## src/rtl/reg_wb_pkg.sv

```systemverilog
// Shared constants and types for the register-file writeback sequencer.
// XLEN and AW are fixed here; the load-return buffer depth is a parameter of
// reg_wb_scoreboard and wb_fifo (default LBUF_DEPTH_DEF).
package reg_wb_pkg;

    localparam int XLEN           = 32;
    localparam int AW             = 5;
    localparam int NREG           = 1 << AW;
    localparam int LBUF_DEPTH_DEF = 2;

    // One pending register-file write: destination index plus data.
    typedef struct packed {
        logic [AW-1:0]   rd;
        logic [XLEN-1:0] data;
    } wb_req_t;

    // A register is pending only if its scoreboard bit is set; x0 never is.
    function automatic logic idx_busy(input logic [NREG-1:0] vec, input logic [AW-1:0] idx);
        return (idx != '0) && vec[idx];
    endfunction

endpackage

```

## src/rtl/wb_fifo.sv

```systemverilog
// Small FIFO of wb_req_t holding load returns that could not write the
// register file in the cycle they arrived. Pointers carry one extra wrap bit
// so full and empty are distinguished without a separate counter.
module wb_fifo
    import reg_wb_pkg::*;
#(
    parameter int DEPTH = LBUF_DEPTH_DEF
) (
    input  logic    clk,
    input  logic    rst,
    input  logic    enq,
    input  wb_req_t enq_req,
    input  logic    deq,
    output wb_req_t head,
    output logic    full,
    output logic    empty
);

    localparam int PW = $clog2(DEPTH);
    localparam logic [PW:0] PTR_ONE = {{PW{1'b0}}, 1'b1};

    logic [PW:0] wr_ptr_q, wr_ptr_d;
    logic [PW:0] rd_ptr_q, rd_ptr_d;
    wb_req_t     mem_q [DEPTH];
    wb_req_t     mem_d [DEPTH];

    assign empty = (wr_ptr_q == rd_ptr_q);
    assign full  = (wr_ptr_q[PW] != rd_ptr_q[PW]) &&
                   (wr_ptr_q[PW-1:0] == rd_ptr_q[PW-1:0]);
    assign head  = mem_q[rd_ptr_q[PW-1:0]];

    // Next pointers and storage; requests against full/empty are ignored.
    always_comb begin
        wr_ptr_d = wr_ptr_q;
        rd_ptr_d = rd_ptr_q;
        mem_d    = mem_q;
        if (enq && !full) begin
            mem_d[wr_ptr_q[PW-1:0]] = enq_req;
            wr_ptr_d                = wr_ptr_q + PTR_ONE;
        end
        if (deq && !empty) begin
            rd_ptr_d = rd_ptr_q + PTR_ONE;
        end
    end

    // State registers; reset empties the buffer immediately.
    always_ff @(posedge clk or posedge rst) begin
        if (rst) begin
            wr_ptr_q <= '0;
            rd_ptr_q <= '0;
            for (int i = 0; i < DEPTH; i++) begin
                mem_q[i] <= '0;
            end
        end else begin
            wr_ptr_q <= wr_ptr_d;
            rd_ptr_q <= rd_ptr_d;
            mem_q    <= mem_d;
        end
    end

endmodule

```

## src/rtl/reg_wb_scoreboard.sv

```systemverilog
// Writeback sequencer for the single register-file write port.
// Arbitrates ALU writeback against load returns (buffered in wb_fifo), keeps a
// load-pending scoreboard and stalls decode on RAW/WAW hazards against it.
// Optional feature macro: WB_FWD_EN adds fwd_a_hit/fwd_b_hit/fwd_data so a
// source committing this cycle is forwarded instead of stalling.
//
// Load-return handshake: a return transfers on a cycle where mem_wb_valid and
// mem_wb_ready are both high; while ready is low the producer holds rd/data
// stable. ready depends only on registered buffer state.
module reg_wb_scoreboard
    import reg_wb_pkg::*;
#(
    parameter int LBUF_DEPTH = LBUF_DEPTH_DEF
) (
    input  logic            clk,
    input  logic            rst,
    input  logic            id_valid,
    input  logic [AW-1:0]   id_rs1,
    input  logic [AW-1:0]   id_rs2,
    input  logic [AW-1:0]   id_rd,
    input  logic            id_is_load,
    output logic            id_stall,
    input  logic            alu_wb_valid,
    input  logic [AW-1:0]   alu_wb_rd,
    input  logic [XLEN-1:0] alu_wb_data,
    input  logic            mem_wb_valid,
    input  logic [AW-1:0]   mem_wb_rd,
    input  logic [XLEN-1:0] mem_wb_data,
    output logic            mem_wb_ready,
    output logic            rf_we,
    output logic [AW-1:0]   rf_rd,
    output logic [XLEN-1:0] rf_wdata,
    output logic [NREG-1:0] busy_vec
`ifdef WB_FWD_EN
    ,
    output logic            fwd_a_hit,
    output logic            fwd_b_hit,
    output logic [XLEN-1:0] fwd_data
`endif
);

    logic [NREG-1:0] busy_q, busy_d;

    wb_req_t head_req;
    wb_req_t sel_req;
    logic    fifo_full, fifo_empty;
    logic    fifo_enq, fifo_deq;
    logic    mem_accept;
    logic    mem_bypass;
    logic    sel_valid;
    logic    commit_valid;
    logic    issue;
    logic    rs1_block, rs2_block, rd_block;
    logic    fwd_a, fwd_b;

    wb_fifo #(
        .DEPTH (LBUF_DEPTH)
    ) u_fifo (
        .clk     (clk),
        .rst     (rst),
        .enq     (fifo_enq),
        .enq_req ('{rd: mem_wb_rd, data: mem_wb_data}),
        .deq     (fifo_deq),
        .head    (head_req),
        .full    (fifo_full),
        .empty   (fifo_empty)
    );

    assign mem_wb_ready = !fifo_full;
    assign mem_accept   = mem_wb_valid && !fifo_full;
    assign busy_vec     = busy_q;

    // Write-port priority: ALU, then buffer head, then direct load bypass.
    // A committed load with rd==0 is still consumed, just not written.
    always_comb begin
        sel_valid    = 1'b0;
        sel_req      = '{rd: alu_wb_rd, data: alu_wb_data};
        fifo_deq     = 1'b0;
        mem_bypass   = 1'b0;
        commit_valid = 1'b0;
        if (alu_wb_valid) begin
            sel_valid = 1'b1;
        end else if (!fifo_empty) begin
            sel_valid    = 1'b1;
            sel_req      = head_req;
            fifo_deq     = 1'b1;
            commit_valid = 1'b1;
        end else if (mem_accept) begin
            sel_valid    = 1'b1;
            sel_req      = '{rd: mem_wb_rd, data: mem_wb_data};
            mem_bypass   = 1'b1;
            commit_valid = 1'b1;
        end
        fifo_enq = mem_accept && !mem_bypass;
        rf_we    = sel_valid && (sel_req.rd != '0);
        rf_rd    = sel_req.rd;
        rf_wdata = sel_req.data;
    end

    // Hazard check against registered busy bits, with optional same-cycle forwarding.
    always_comb begin
`ifdef WB_FWD_EN
        fwd_a = id_valid && commit_valid && idx_busy(busy_q, id_rs1) && (sel_req.rd == id_rs1);
        fwd_b = id_valid && commit_valid && idx_busy(busy_q, id_rs2) && (sel_req.rd == id_rs2);
`else
        fwd_a = 1'b0;
        fwd_b = 1'b0;
`endif
        rs1_block = idx_busy(busy_q, id_rs1) && !fwd_a;
        rs2_block = idx_busy(busy_q, id_rs2) && !fwd_b;
        rd_block  = idx_busy(busy_q, id_rd);
        id_stall  = id_valid && (rs1_block || rs2_block || rd_block);
        issue     = id_valid && id_is_load && !id_stall && (id_rd != '0);
    end

`ifdef WB_FWD_EN
    assign fwd_a_hit = fwd_a;
    assign fwd_b_hit = fwd_b;
    assign fwd_data  = sel_req.data;
`endif

    // Scoreboard update: commit clears, issue sets, set wins on the same index.
    always_comb begin
        busy_d = busy_q;
        if (commit_valid) begin
            busy_d[sel_req.rd] = 1'b0;
        end
        if (issue) begin
            busy_d[id_rd] = 1'b1;
        end
        busy_d[0] = 1'b0;
    end

    // Scoreboard register; reset discards all in-flight loads.
    always_ff @(posedge clk or posedge rst) begin
        if (rst) begin
            busy_q <= '0;
        end else begin
            busy_q <= busy_d;
        end
    end

endmodule
```

## config.mk

```make
export PLATFORM = sky130hd
export DESIGN_NAME = reg_wb_scoreboard
export DESIGN_NICKNAME = d
export VERILOG_FILES = /design/src/rtl/reg_wb_pkg.sv /design/src/rtl/wb_fifo.sv /design/src/rtl/reg_wb_scoreboard.sv
export SDC_FILE = /design/constraint.sdc
export NUM_CORES = 1
export LEC_CHECK = 0
export ABC_AREA = 1
export BUFFER_PORTS_ARGS = -buffer_cell sky130_fd_sc_hd__buf_2
export CAP_MARGIN = 20
export CORE_UTILIZATION = 25
export DETAILED_ROUTE_END_ITERATION = 12
export SYNTH_ARGS = -nofsm -noshare
export SYNTH_HDL_FRONTEND = slang
export SYNTH_SLANG_ARGS = --single-unit
```

## constraint.sdc

```tcl
create_clock -name clk -period 6.1 [get_ports clk]
set_input_delay 1.22 -clock clk [delete_from_list [all_inputs] [get_ports clk]]
set_output_delay 1.22 -clock clk [all_outputs]
set_load 0.02 [all_outputs]
```

Yosys cells after proc, flatten, opt, wreduce, memory -nomap -nowiden
Index checks and enable logic that the tools add are counted.
Word-level totals
  output and inout bits: 72
  flip-flop bits (word level): 109
  input port bits: 95
Operators by class
  bitwise operators: 5
  reduce and logical (&&, ||, !) cells: 26
  eq/ne operators: 3
  add/subtract/negate cells: 2
  mux-type cells: 29
  order comparisons: 9
Operators with widths (count)
  2-to-1 mux 37 bit: 7
  bitwise mux 74 bit: 1
  2-to-1 mux 32 bit: 2
  demux 37 bit (select 1 bit): 1
  bitwise AND 32 bit: 1
  inverter 32 bit: 1
  OR 32 bit: 1
  less-than comparator 5 x 6 -> 1 bit, second input constant: 4
  nonzero test 5 bit: 4
  logical AND 1 bit: 16
  binary-select mux 1 bit (select 5 bit): 3
  2-to-1 mux 1 bit: 13
  demux 1 bit (select 5 bit): 2
  >= comparator 5 x 1 -> 1 bit, second input constant: 2
  adder 2 x 1 -> 2 bit, second input constant: 2
  >= comparator 2 bit, second input constant: 2
  logical NOT 1 bit: 4
  inverter 1 -> 2 bit: 2
  == test 2 bit: 1
  logical OR 1 bit: 2
  less-than comparator 2 x 1 -> 1 bit, second input constant: 1
  == test 1 bit: 1
  != test 1 bit: 1

Longest topological paths before layout
  word-level depth: 16
  depth in mapped cells: 15
  depth with buffers taken out: 14

By module
Synthesis repeated with hierarchy kept, for this count alone.
Second synthesis, totals
  cell total of the unflattened synthesis: 1121
  area total of the unflattened synthesis: 7203.2 um2
By module, submodules not included
  wb_fifo: area each 3738.6 um2, cells each 484, times used 1
  reg_wb_scoreboard: area each 3464.6 um2, cells each 637, times used 1

Worst setup path after synthesis
No wires, ideal clock.
  path type: in2out
  start point: input port id_rd[0]
  end point: output port id_stall
  required time: 4.880 ns
  slack: 2.183 ns
  data arrival time: 2.697 ns
  cell stages on the path: 10
  cell sequence: buf_4 nor2_2 clkinv_1 o22ai_1 o21bai_1 nand2_1 inv_1 nand2_1 nor2_2 a21boi_0
On the way
  cells in the longest elaborated chain, start to end: 5
  elaborated cells between the ends (all ways): 6
  classes of those cells: mux: 2; reduce/logical: 4
Ends and longest elaborated chain
  start: declaration: line reg_wb_scoreboard.sv:20  | input logic [AW-1:0] id_rd,
  binary-select mux 1 bit (select 5 bit): line reg_wb_pkg.sv:19  | return (idx != '0) && vec[idx];
  2-to-1 mux 1 bit (implied by the code): line reg_wb_pkg.sv:19
  logical AND 1 bit *: line reg_wb_pkg.sv:19
  logical OR 1 bit *: line reg_wb_scoreboard.sv:112  | id_stall = id_valid && (rs1_block || rs2_block || rd_block);
  logical AND 1 bit *: line reg_wb_scoreboard.sv:112
  end: declaration: line reg_wb_scoreboard.sv:22  | output logic id_stall,
Mark *: on every way between the ends. The rest lies on a longest branch, timed or not. The select of a mux whose other input is x is not followed.

Final worst setup path
  start point: input port alu_wb_valid
  end point: output port rf_we
On the way
  cells in the longest elaborated chain, start to end: 3
  elaborated cells between the ends (all ways): 4
  classes of those cells: mux: 2; reduce/logical: 2
Ends and longest elaborated chain
  start: declaration: line reg_wb_scoreboard.sv:23  | input logic alu_wb_valid,
  2-to-1 mux 37 bit: line reg_wb_scoreboard.sv:81  | if (alu_wb_valid) begin
  nonzero test 5 bit: line reg_wb_scoreboard.sv:95  | rf_we = sel_valid && (sel_req.rd != '0);
  logical AND 1 bit *: line reg_wb_scoreboard.sv:95
  end: declaration: line reg_wb_scoreboard.sv:30  | output logic rf_we,
Mark *: on every way between the ends. The rest lies on a longest branch, timed or not.

==> metrics.txt <==
outcome=finished, final reports clean; CTS Buf Count=9; CTS tree=built; vias per inst=approximately 4.7; gr usage total=about 14%; Pre-antenna DRT Iters=5; R2R setup slack=roughly 3.0 ns; area taken by multi-input logic gates=around 3800 µm²; worst path required time=4.88 ns; synthesized area=approximately 7300 µm²; post-route minimum period=about 4.4 ns; Routed WL=21820 µm; Worst setup endpoint=rf_we; most common cell in the netlist=nand2_1; Pleak=about 4.5 nW; Unique masters post-synth=39; row count=62; Reg clk slew, reported paths=approximately 0.08 ns; Final Setup Violations=0; Worst Hold Class=flip-flop to flip-flop; Synth area leader=dfrtp_1; pwr/cell area=approximately 480 nW/µm²; Non-Filler Instances=approximately 1600; Setup CP Type=primary input to output pin; Mapped Nets=between 1000 and 1500; share of cells above drive strength 1=around a fifth; Post-synth top cells=369 x nand2_1, 109 x dfrtp_1, 99 x inv_1; Root Buffer Master=clkbuf_16; DRC=0; end of the worst register-to-register path=u_fifo.mem_q[7]$_DFFE_PP0P_; clk sinks=between 100 and 150; num ports=approximately 170; die area=approximately 30000 µm²; worst r2r src=u_fifo.rd_ptr_q[0]$_DFFE_PP0P_; core area=approximately 29000 µm²; crit-path leading delay family=simple AND/OR/NAND/NOR gates; cts repair resizes=0; Crit path depth=9; Worst Skew=approximately 0.011 ns; Yosys top cell area share=between 30 and 40%; Final Hold Viols=0; Synth area leaders=dfrtp_1 37%, nand2_1 19%, o21ai_0 5.8%; Clock Latency Late Sink=roughly 0.35 ns; post-synthesis cell count=between 1000 and 1500; max_slew headroom=between 30 and 40%; Critical path buffers and inverters=3; largest net degree at the start of global routing=76; RSZ-0062 raised after global routing=no; hpwl dp=~16000 µm; worst r2r path cells=7; Placed Cells=between 1500 and 2000; fin nets=roughly 1300; initial antenna violation count=0; Routed Antenna Nets=0; Sw Pwr=between 2 and 2.5 mW; Starting Density=25.39%; Synth warnings=0; Sw Ratio=between 50% and 60%; MaxCap Viol Count=0; CP startpoint=alu_wb_valid; register area=between 2000 and 3000 µm²; postcts setup bufs=0; worst-path cell chain=buf_2 > nor2_4 > nand3_2 > nand2_4 > inv_1 > nand3_1 > nor2_1 > nor2_1 > buf_2; vias in the first global route=6619; Synth Register Bits=between 100 and 150; cell-internal power=just over 2 mW; CP max stage cell=nor2_4; slew at the pin with the worst max-slew slack=0.9355 ns; first-pass GRT wire length=35200 µm; # port buffers=about 170; fillers=~3200; syn_area_per_cell=6.856 µm²; worst vdd ir=around 0.00023 V; crit share post-route=around 73%; max-slew violations=0; Avg WL per Cell=13.85 µm; type of origin of the critical path=primary input; global route overflow=0; share of the yosys chip area belonging to registers=a little under two fifths; crit end category=output pin; Post-synth EDFFs=0; Hold Buf Count CTS=0; Starting DRT DRC Count=between 600 and 700; critical path arrival=between 3 and 4 ns; Flop pwr share=a little under a third; crit path max fanout=39; asr flop ratio synth=100.0%; CTS H-tree lvls=3; Fmax=about 0.23 GHz; Comb power frac=approximately 55%; P&R area growth vs syn=18.45%; RePlAce Congestion=0.9153; Clock power frac=13.8%; via count=between 7000 and 8000; slowest cell delay on critical path=around 0.84 ns; Max clock buf depth=2; Ant. Diodes=0; ys flop type=dfrtp_1; Setup TNS=0 ns; Chip Height=172.7 µm; Die W=172.7 µm
==> metrics by stage <==
step                      hold WS (ns)  worst slack (ns)  area, µm²  total power, mW  utilization [%]
after floorplan                 0.4479             2.006       7288            2.991                -
after global placement          0.4621             1.665       8322            3.553            28.99
after detailed placement        0.4679             1.668       8322            3.593            28.99
after CTS                       0.4870             1.668       8606            4.183            29.98
after global routing            0.5084             1.531       8633            4.489            30.08
final                           0.4863             1.676       8633            4.141            30.08
==> kinds of logic (layout without fill, tap and decap cells) <==
family | Yosys count | count (layout) | share of synthesized area [%]
xor+xnor | 5 | 5 | 0.7040
simple gates | 549 | 549 | 32.89
flops | 109 | 109 | 37.42
other cells | 1 | 1 | 0.05145
buf+inv | 168 | 296 | 10.08
compound gates | 231 | 231 | 18.85
==> tightest hold or removal path, cell delays in order (launching register included) <==
cell	delay [ns]
dfrtp_1	0.35
nand2_1	0.06
o21ai_2	0.05
==> power by group through the flow <==
| stage | combinational (mW) | clock (mW) | sequential, mW |
|---|---|---|---|
| global route | 2.52 | 0.624 | 1.34 |
| detailed placement | 2.29 | 0 | 1.31 |
| finish | 2.27 | 0.572 | 1.30 |
| floorplan | 1.68 | 0 | 1.31 |
| global placement | 2.25 | 0 | 1.30 |
| CTS | 2.29 | 0.595 | 1.30 |
==> registers in the layout (all words and copies together), names as in the netlist <==
signal and cells:
busy_vec 31, u_fifo.rd_ptr_q 2, u_fifo.wr_ptr_q 2, u_fifo.mem_q 74
==> layer usage <==
layer | GRT usage [%] | part of all wire, % | vias up
li1 | - | - | 3692
met2 | 22.65 | 45 | 264
met1 | 20.90 | 48 | 3385
met3 | 2.243 | 6.4 | 17
met4 | 2.876 | 0.83 | 0
met5 | 0 | 0 | -
==> how the worst min path moves through the flow <==
| stage | cells after the start | start | slack, ns | to |
|---|---|---|---|---|
| after global placement | 2 | u_fifo.mem_q[32]$_DFFE_PP0P_ | 0.46 | u_fifo.mem_q[32]$_DFFE_PP0P_ |
| after CTS | 2 | u_fifo.mem_q[50]$_DFFE_PP0P_ | 0.49 | u_fifo.mem_q[50]$_DFFE_PP0P_ |
| after global routing | 2 | u_fifo.mem_q[0]$_DFFE_PP0P_ | 0.51 | u_fifo.mem_q[0]$_DFFE_PP0P_ |
| after floorplan | 2 | u_fifo.mem_q[32]$_DFFE_PP0P_ | 0.45 | u_fifo.mem_q[32]$_DFFE_PP0P_ |
| final | 2 | u_fifo.mem_q[55]$_DFFE_PP0P_ | 0.49 | u_fifo.mem_q[55]$_DFFE_PP0P_ |
| after detailed placement | 2 | u_fifo.mem_q[52]$_DFFE_PP0P_ | 0.47 | u_fifo.mem_q[52]$_DFFE_PP0P_ |
==> cells in the final DEF, fill, tap and decap left out, drive strengths merged <==
cell and instances:
a211o 32, clkinv 4, a21boi 1, xnor2 3, a31oi 1, nand3 53
clkbuf 10, nand2 380, o211ai 3, o21bai 1, or2 3, buf 173
conb 1, a21oi 69, nand4 34, nor2 71, nand3b 1, o22ai 7
o21ai 117, inv 107, xor2 2, dfrtp 109, clkinvlp 2, nor3 7
==> cell type report <==
type                            instances  area share, %
Clock buffer                           10          2.652
Clock inverter                          6         0.6377
Inverter                              107          4.710
Multi-Input combinational cell        786          44.35
Sequential cell                       109          31.59
Tap cell                              384          5.565
Timing Repair Buffer                  173          10.49
No activity file was read; power rests on OpenSTA's default activity.
